$ cat src/rtl/id_pkg.sv
// Shared decode constants, FSM state and immediate-mode types for the ID operand stage.
package id_pkg;

   localparam int unsigned DEFAULT_DATA_W = 32;
   localparam int unsigned DEFAULT_ADDR_W = 5;

   localparam logic [5:0] OP_RTYPE = 6'h00;
   localparam logic [5:0] OP_J     = 6'h02;
   localparam logic [5:0] OP_JAL   = 6'h03;
   localparam logic [5:0] OP_BEQ   = 6'h04;
   localparam logic [5:0] OP_BNE   = 6'h05;
   localparam logic [5:0] OP_ANDI  = 6'h0C;
   localparam logic [5:0] OP_ORI   = 6'h0D;
   localparam logic [5:0] OP_XORI  = 6'h0E;
   localparam logic [5:0] OP_LUI   = 6'h0F;
   localparam logic [5:0] OP_SW    = 6'h2B;

   typedef enum logic {
      StEmpty,
      StFull
   } id_state_e;

   typedef enum logic [2:0] {
      ImmNone,
      ImmSign,
      ImmZero,
      ImmLui,
      ImmJump
   } imm_mode_e;

endpackage

$ cat src/rtl/id_operand_stage_if.sv
// Operand bundle handshake from the ID stage to execute; master is the ID stage.
interface id_operand_stage_if #(
   parameter int unsigned DATA_W = id_pkg::DEFAULT_DATA_W,
   parameter int unsigned ADDR_W = id_pkg::DEFAULT_ADDR_W
) ();

   logic              op_valid;
   logic              op_ready;
   logic [DATA_W-1:0] op_s;
   logic [DATA_W-1:0] op_t;
   logic [DATA_W-1:0] op_imm;
   logic [ADDR_W-1:0] op_dest;
   logic              op_wr;
   logic [5:0]        op_opcode;
   logic [5:0]        op_func;

   modport master (
      output op_valid, op_s, op_t, op_imm, op_dest, op_wr, op_opcode, op_func,
      input  op_ready
   );

   modport slave (
      input  op_valid, op_s, op_t, op_imm, op_dest, op_wr, op_opcode, op_func,
      output op_ready
   );

endinterface

$ cat src/rtl/id_operand_stage_imm_ext.sv
// Combinational immediate extender: none, sign, zero, lui and jump-target modes.
module imm_ext
   import id_pkg::*;
#(
   parameter int unsigned DATA_W = DEFAULT_DATA_W
) (
   input  logic [25:0]       field,
   input  imm_mode_e         mode,
   output logic [DATA_W-1:0] imm
);

   always_comb begin
      imm = '0;
      unique case (mode)
         ImmSign: imm = {{(DATA_W-16){field[15]}}, field[15:0]};
         ImmZero: imm = {{(DATA_W-16){1'b0}}, field[15:0]};
         ImmLui:  imm = {field[15:0], {(DATA_W-16){1'b0}}};
         ImmJump: imm = {{(DATA_W-26){1'b0}}, field};
         default: imm = '0;
      endcase
   end

endmodule

$ cat src/rtl/id_operand_stage.sv
// Decode/operand-fetch stage feeding execute with a registered one-deep operand bundle.
// Define ID_FORWARD_EN to bypass a same-cycle register file write into the captured operands.
module id_operand_stage
   import id_pkg::*;
#(
   parameter int unsigned DATA_W = DEFAULT_DATA_W,
   parameter int unsigned ADDR_W = DEFAULT_ADDR_W
) (
   input  logic               clk,
   input  logic               reset,
   input  logic [DATA_W-1:0]  inst,
   input  logic               inst_valid,
   output logic               inst_ready,
   output logic [ADDR_W-1:0]  S_Addr,
   output logic [ADDR_W-1:0]  T_Addr,
   input  logic [DATA_W-1:0]  S,
   input  logic [DATA_W-1:0]  T,
   input  logic               wb_en,
   input  logic [ADDR_W-1:0]  wb_addr,
   input  logic [DATA_W-1:0]  wb_data,
   id_operand_stage_if.master op
);

   id_state_e state_q, state_d;

   logic [DATA_W-1:0] op_s_q, op_t_q, op_imm_q;
   logic [ADDR_W-1:0] op_dest_q;
   logic              op_wr_q;
   logic [5:0]        op_opcode_q, op_func_q;

   logic [5:0]        opcode;
   logic [ADDR_W-1:0] rd;
   logic [ADDR_W-1:0] dest_d;
   logic              wr_d;
   logic              wr_ok;
   imm_mode_e         imm_mode;
   logic [DATA_W-1:0] imm_d;
   logic [DATA_W-1:0] s_sel, t_sel;
   logic              op_valid;
   logic              accept;

   assign opcode = inst[31:26];
   assign S_Addr = inst[25:21];
   assign T_Addr = inst[20:16];
   assign rd     = inst[15:11];

   always_comb begin
      imm_mode = ImmSign;
      dest_d   = T_Addr;
      wr_ok    = 1'b1;
      case (opcode)
         OP_RTYPE: begin
            imm_mode = ImmNone;
            dest_d   = rd;
         end
         OP_ANDI, OP_ORI, OP_XORI: imm_mode = ImmZero;
         OP_LUI:   imm_mode = ImmLui;
         OP_JAL: begin
            imm_mode = ImmJump;
            dest_d   = {ADDR_W{1'b1}};
         end
         OP_J: begin
            imm_mode = ImmJump;
            wr_ok    = 1'b0;
         end
         OP_SW, OP_BEQ, OP_BNE: wr_ok = 1'b0;
         default: ;
      endcase
      // Writes to r0 are architecturally dropped, but the field is still reported.
      wr_d = wr_ok && (dest_d != '0);
   end

   imm_ext #(
      .DATA_W (DATA_W)
   ) u_imm_ext (
      .field (inst[25:0]),
      .mode  (imm_mode),
      .imm   (imm_d)
   );

`ifdef ID_FORWARD_EN
   always_comb begin
      s_sel = S;
      t_sel = T;
      if (wb_en && (wb_addr != '0) && (wb_addr == S_Addr)) s_sel = wb_data;
      if (wb_en && (wb_addr != '0) && (wb_addr == T_Addr)) t_sel = wb_data;
   end
`else
   logic unused_wb;
   assign unused_wb = ^{wb_en, wb_addr, wb_data};
   assign s_sel     = S;
   assign t_sel     = T;
`endif

   assign op_valid   = (state_q == StFull);
   assign inst_ready = !op_valid || op.op_ready;
   assign accept     = inst_valid && inst_ready;

   always_comb begin
      state_d = state_q;
      unique case (state_q)
         StEmpty: if (accept) state_d = StFull;
         StFull:  if (!accept && op.op_ready) state_d = StEmpty;
         default: state_d = StEmpty;
      endcase
   end

   always_ff @(posedge clk) begin
      if (reset) begin
         state_q     <= StEmpty;
         op_s_q      <= '0;
         op_t_q      <= '0;
         op_imm_q    <= '0;
         op_dest_q   <= '0;
         op_wr_q     <= 1'b0;
         op_opcode_q <= '0;
         op_func_q   <= '0;
      end else begin
         state_q <= state_d;
         if (accept) begin
            op_s_q      <= s_sel;
            op_t_q      <= t_sel;
            op_imm_q    <= imm_d;
            op_dest_q   <= dest_d;
            op_wr_q     <= wr_d;
            op_opcode_q <= opcode;
            op_func_q   <= inst[5:0];
         end
      end
   end

   assign op.op_valid  = op_valid;
   assign op.op_s      = op_s_q;
   assign op.op_t      = op_t_q;
   assign op.op_imm    = op_imm_q;
   assign op.op_dest   = op_dest_q;
   assign op.op_wr     = op_wr_q;
   assign op.op_opcode = op_opcode_q;
   assign op.op_func   = op_func_q;

endmodule

$ cat src/flat_wrapper.sv
// flat-port wrapper written by rule: the top's interface ports become plain ports
module id_operand_stage_flat import id_pkg::*;
#(
   parameter int unsigned DATA_W = DEFAULT_DATA_W,
   parameter int unsigned ADDR_W = DEFAULT_ADDR_W
)
  (clk, reset, inst, inst_valid, inst_ready, S_Addr, T_Addr, S, T, wb_en, wb_addr, wb_data, op_op_valid, op_op_s, op_op_t, op_op_imm, op_op_dest, op_op_wr, op_op_opcode, op_op_func, op_op_ready);
  id_operand_stage_if #(.DATA_W(DATA_W), .ADDR_W(ADDR_W)) op_i ();
  input  logic clk;
  input  logic reset;
  input  logic [DATA_W-1:0] inst;
  input  logic inst_valid;
  output logic inst_ready;
  output logic [ADDR_W-1:0] S_Addr;
  output logic [ADDR_W-1:0] T_Addr;
  input  logic [DATA_W-1:0] S;
  input  logic [DATA_W-1:0] T;
  input  logic wb_en;
  input  logic [ADDR_W-1:0] wb_addr;
  input  logic [DATA_W-1:0] wb_data;
  output wire logic [$bits(op_i.op_valid)-1:0] op_op_valid;
  output wire logic [$bits(op_i.op_s)-1:0] op_op_s;
  output wire logic [$bits(op_i.op_t)-1:0] op_op_t;
  output wire logic [$bits(op_i.op_imm)-1:0] op_op_imm;
  output wire logic [$bits(op_i.op_dest)-1:0] op_op_dest;
  output wire logic [$bits(op_i.op_wr)-1:0] op_op_wr;
  output wire logic [$bits(op_i.op_opcode)-1:0] op_op_opcode;
  output wire logic [$bits(op_i.op_func)-1:0] op_op_func;
  input wire logic [$bits(op_i.op_ready)-1:0] op_op_ready;
  assign op_op_valid = op_i.op_valid;
  assign op_op_s = op_i.op_s;
  assign op_op_t = op_i.op_t;
  assign op_op_imm = op_i.op_imm;
  assign op_op_dest = op_i.op_dest;
  assign op_op_wr = op_i.op_wr;
  assign op_op_opcode = op_i.op_opcode;
  assign op_op_func = op_i.op_func;
  assign op_i.op_ready = op_op_ready;
  id_operand_stage #(.DATA_W(DATA_W), .ADDR_W(ADDR_W)) u_core (.clk(clk), .reset(reset), .inst(inst), .inst_valid(inst_valid), .inst_ready(inst_ready), .S_Addr(S_Addr), .T_Addr(T_Addr), .S(S), .T(T), .wb_en(wb_en), .wb_addr(wb_addr), .wb_data(wb_data), .op(op_i));
endmodule
$ cat config.mk
export PLATFORM = sky130hd
export DESIGN_NAME = id_operand_stage_flat
export DESIGN_NICKNAME = d
export VERILOG_FILES = /design/src/rtl/id_pkg.sv /design/src/rtl/id_operand_stage_if.sv /design/src/rtl/id_operand_stage_imm_ext.sv /design/src/rtl/id_operand_stage.sv /design/src/flat_wrapper.sv
export SDC_FILE = /design/constraint.sdc
export NUM_CORES = 1
export LEC_CHECK = 0
export CAP_MARGIN = 10
export CORE_UTILIZATION = 35
export DETAILED_ROUTE_END_ITERATION = 6
export PLACE_DENSITY = 0.83
export SYNTH_ARGS = -nofsm -noshare
export SYNTH_HDL_FRONTEND = slang
export SYNTH_HIERARCHICAL = 1
export SYNTH_SLANG_ARGS = --single-unit
$ cat constraint.sdc
create_clock -name clk -period 2.2 [get_ports clk]
set_input_delay 0.33 -clock clk [delete_from_list [all_inputs] [get_ports clk]]
set_output_delay 0.33 -clock clk [all_outputs]
set_load 0.01 [all_outputs]
* Yosys cells after proc, flatten, opt, wreduce, memory -nomap -nowiden
Index checks and enable logic that the tools add are counted.
Operators by class: eq/ne operators 13, muxes and demuxes 7, bitwise gates (word level) 1, reduce and logical (&&, ||, !) cells 11
Operator list (number):
- $pmux W32 S4 | 1
- $eq A6 B4 Y1 const B | 4
- $eq A6 B2 Y1 const B | 2
- $eq A6 B3 Y1 const B | 2
- $pmux W3 S4 | 1
- $pmux W5 S2 | 1
- $eq A3 B2 Y1 const B | 2
- $eq A6 B6 Y1 const B | 1
- $logic_not A6 Y1 | 1
- $reduce_bool A5 Y1 | 1
- $reduce_or A4 Y1 | 1
- $eq A3 B1 Y1 const B | 1
- $eq A3 B3 Y1 const B | 1
- $logic_and A1 B1 Y1 | 3
- $mux W1 | 3
- $reduce_or A3 Y1 | 1
- $logic_not A1 Y1 | 2
- $pmux W1 S2 | 1
- $reduce_or A2 Y1 | 1
- $logic_or A1 B1 Y1 | 1
- $not A1 Y1 | 1
Storage, ports and cells: flip-flop bits (word level) 115, input port bits 138

* Depth between registers and ports, before layout
Gate-level depths: netlist of run 1.
depth after elaboration 7, depth in mapped cells 10, gate-level depth less buffers 7

* Hierarchy
The synthesis of run 1 kept the hierarchy.
Modules (own cells, without submodules):
- id_operand_stage | instances 1, cells an instance 547, area each 4222.8 µm², seq. area each 2302.2 µm²
- imm_ext | instances 1, cells an instance 77, area each 581.8 µm², seq. area each 0.0 µm²

* Least setup slack after synthesis of run 1
No wires, ideal clock.
path type input to register, start input inst[26], end register u_core.op_imm_q[13], in the netlist u_core/op.op_imm[13], setup time 0.070 ns, arrival time 2.024 ns, path slack 0.106 ns, stages on the path 9, buffers on the path 2, cell sequence clkbuf_1 > nor2b_1 > nor3_1 > o21ai_0 > inv_1 > buf_2 > a211oi_2 > nand2_1 > a21oi_1
On the way: longest elaborated chain between the ends 5, elaborated cells between the ends (all ways) 15
RTL lines:
- start: declaration | line flat_wrapper.sv:11 | input logic [DATA_W-1:0] inst;
- $eq A6 B4 Y1 or $eq A6 B2 Y1 (tied branches) | line id_operand_stage.sv:51 | case (opcode)
- $reduce_or A3 Y1 or $reduce_or A2 Y1 (tied branches)
- $pmux W3 S4 * | line id_operand_stage.sv:51
- via u_core.imm_mode[0] | line id_operand_stage.sv:36 | imm_mode_e imm_mode;
- $eq A3 B3 Y1 (tied with other cells) | line id_operand_stage_imm_ext.sv:14 | unique case (mode)
- $pmux W32 S4 * | line id_operand_stage_imm_ext.sv:14
- via u_core.imm_d[13] | line id_operand_stage.sv:37 | logic [DATA_W-1:0] imm_d;
- end signal: assignment | line id_operand_stage.sv:123 | op_imm_q <= imm_d;
- end: declaration | line id_operand_stage.sv:26 | logic [DATA_W-1:0] op_s_q, op_t_q, op_imm_q;
Mark *: on every way through the listed nets, which the timed path passes. The rest lies on a longest branch. A chain may end at the register's enable or synchronous reset.

* Worst setup path after layout of run 1
start input inst[29], end register u_core.op_imm_q[1], in the netlist u_core/op.op_imm[1]
Same word-level chain as after synthesis.

==> results.sh, run 1 <==
export IMPL_status="completed"
export IMPL_dominantRegCellSynth="dfxtp_1"
export IMPL_ys_top_cells_by_count="nand2_1 (233), a21oi_1 (125), dfxtp_1 (115), clkbuf_1 (28), inv_1 (19)"
export IMPL_io_pins=264
export IMPL_async_flop_share_pct=0
export IMPL_core_area_um2=13300
export IMPL_slew_viol_final=0
export IMPL_cts_path_max_buffers=2
export IMPL_layout_min_cycle_time_ps=1940
export IMPL_leakage_uw=0.00300
export IMPL_end_kind="flip-flop"
export IMPL_diodes=0
export IMPL_r2r_end="u_core/op.op_t[0]"
export IMPL_clockRootBuffer="clkbuf_16"
export IMPL_worst_ep_required_time_ps=2540
export IMPL_critPathMaxStageDelay_ps=630
export IMPL_setup_worst_path_start_class="input pin"
export IMPL_fin_worst_skew_ps=7.12
export IMPL_synth_distinct_cells=32
export IMPL_crit_type="in -> reg"
export IMPL_fillers=1176
export IMPL_path_cells="clkdlybuf4s50_1, nand2_1, a21oi_1, o21ai_0, buf_4, o21a_1, buf_12, a211oi_1, nand2_1, a21oi_1"
export IMPL_seq_area_um2=2300
export IMPL_ys_top_cells_by_area="dfxtp_1 (48%), nand2_1 (18%), a21oi_1 (13%)"
export IMPL_cts_sinks=115
export IMPL_routedWlPerCell_um=15.1
export IMPL_grt_use_total_pct=22.2
export IMPL_wl_um=15500
export IMPL_die_w_um=119
export IMPL_dr_pass1_iters=4
export IMPL_path_clk_slew_ps=50
export IMPL_numCtsBuffers=17
export IMPL_cts_hold_buffers=0
export IMPL_syn_avg_cell_area_um2=7.70
export IMPL_min_path_type="in -> reg"
export IMPL_power_density_nw_per_um2=756
export IMPL_clk_latency_ps=410
export IMPL_h_tree_depth=4
export IMPL_multi_input_area_um2=2140
export IMPL_routabilityCongestion=0.830
export IMPL_ys_warn_count=6
export IMPL_postCtsSetupRepairBufs=0
export IMPL_max_freq_mhz=514
export IMPL_synth_area_leader_cell="dfxtp_1"
export IMPL_arrival_ps=2280
export IMPL_viasPerCell=4.84
export IMPL_cap_violations=0
export IMPL_ctsResizeCount=0
export IMPL_synth_edf_count=0
export IMPL_setup_viol=0
export IMPL_power_uw=5980
export IMPL_r2r_start="u_core/op.op_valid"
export IMPL_route_vias_total=4948
export IMPL_overflow=0
export IMPL_fin_nets=974
export IMPL_hold_viol=0
export IMPL_drive_gt1_share_pct=8.51
export IMPL_syn_inst=624
export IMPL_path_buf_inv=3
export IMPL_rsz0062_at_grt="no"
export IMPL_period_share_pct=88.4
export IMPL_r2r_worst_path_cells=5
export IMPL_dpl_cell_area_um2=7330
export IMPL_area_growth_pct=64.5
export IMPL_die_area_um2=14200
export IMPL_ys_seq_elements=115
export IMPL_grt_pass1_vias=4915
export IMPL_yosysMostFrequentCell="nand2_1"
export IMPL_grt_max_degree=56
export IMPL_holdPathEnd="u_core/op.op_s[27]"
export IMPL_antenna_found_initial=0
export IMPL_rrSetupSlack_ps=750
export IMPL_ant_nets=0
export IMPL_cpMaxStageDelayCell="clkdlybuf4s50_1"
export IMPL_ir_drop_v=0.000773
export IMPL_yosysTopAreaCellShare_pct=47.9
export IMPL_drc=0
export IMPL_hp_start="reset"
export IMPL_start_util_pct=36.1
export IMPL_std_cell_rows=42
export IMPL_synth_cell_area_um2=4800
export IMPL_worst_slew_pin_transition_ps=419
export IMPL_syn_num_nets=762
export IMPL_hold_depth=2
export IMPL_drt_iter0_markers=300
export IMPL_crit_path_max_fanout=16
export IMPL_fin_area_um2=7910
export IMPL_yosysSeqAreaShare_pct=47.9
export IMPL_dp_hpwl_um=10800
export IMPL_maxSlewHeadroom_pct=72.1
export IMPL_grt_pass1_wl_um=24500
export IMPL_critPathTopFamily="buffers and inverters"
export IMPL_die_h_um=119
export IMPL_cts_tree="built"
export IMPL_io_buffers=225
==> cell families (layout without fill, tap and decap cells) <==
family                    after synthesis  count (layout)  share of synthesized area, %
muxes                                  11              11                          2.29
DFF                                   115             115                          47.9
buffers and inverters                  78             300                          7.76
AOI/OAI and AO/OA                     162             162                          19.9
xor gates and xnor gates                1               1                         0.339
and+or+nand+nor                       257             257                          21.7
==> how the worst max path moves through the flow <==
stage	from	slack, ps	cells after the start	end
after global routing	inst[29]	100	10	u_core/op.op_imm[12]
after CTS	inst[29]	250	10	u_core/op.op_imm[12]
after global placement	inst[29]	-50	10	u_core/op.op_imm[1]
after detailed placement	inst[28]	-80	8	u_core/op.op_imm[25]
final	inst[29]	260	10	u_core/op.op_imm[1]
after floorplan	inst[26]	110	9	u_core/op.op_imm[13]
==> worst register-to-register path, cell delays in order, from the launching register on <==
cell,delay [ps]
dfxtp_1,320
nand2b_1,180
and2_4,380
buf_12,250
nand2_1,100
a21oi_1,140
==> layout by cell type (no fill, tap or decap), types with 6 or more instances in the layout <==
cell type | Yosys | layout
mux2i_1 | 11 | 11
dfxtp_1 | 115 | 115
o2bb2ai_1 | 10 | 10
nand2_1 | 233 | 232
inv_1 | 19 | 19
clkbuf_16 | 0 | 17
a211oi_2 | 10 | 10
buf_12 | 0 | 11
a21oi_1 | 125 | 125
clkdlybuf4s50_1 | 0 | 224
a211oi_1 | 6 | 6
nor3_1 | 7 | 6
buf_4 | 10 | 17
==> state kept, by name, indices dropped and copies added, names as in the netlist <==
name,cells
u_core/op.op_imm,32
u_core/op.op_s,32
u_core/op.op_t,32
u_core/op.op_func,6
u_core/op.op_opcode,6
u_core/op.op_dest,5
u_core/op.op_valid,1
u_core/op.op_wr,1
==> power breakdown <==
group | internal (uW) | leakage [uW] | switching (uW) | total [uW]
combinational | 544 | 0.00176 | 466 | 1010
clock | 1790 | 0.000288 | 905 | 2700
sequential | 2210 | 0.000946 | 61.8 | 2270
total | 4550 | 0.00300 | 1430 | 5980
==> routing by layer <==
layer	global-route usage [%]	share of wire, %
met1	24.2	40
met2	39.2	50
met3	9.10	8.6
met4	6.57	1.4
met5	0	0
==> final cells by class <==
cell class / instances / share of cell area, %
Timing Repair Buffer: 252 / 32.8
Clock buffer: 24 / 6.35
Inverter: 19 / 0.902
Tap cell: 176 / 2.79
Sequential cell: 115 / 29.1
Clock inverter: 5 / 0.950
Multi-Input combinational cell: 431 / 27.1
==> metrics by stage <==
step / TNS (ps) / setup slack [ps] / hold slack (ps) / cells / util (%)
floorplan: 0 / 106 / 459 / 624 / -
global placement: -337 / -51.1 / 440 / 993 / 55.1
detailed placement: -880 / -83.0 / 446 / 993 / 55.1
CTS: 0 / 248 / 339 / 1022 / 59.5
global route: 0 / 96.4 / 359 / 1022 / 59.5
finish: 0 / 256 / 355 / 1022 / 59.5
No activity file was read; power rests on OpenSTA's default activity.
==> run 2, diff against run 1 <==
CTS_CLUSTER_DIAMETER = 50   (was default)
==> results of run 2 <==
The final DEF is identical to that of run 1; final timing and power are the same.
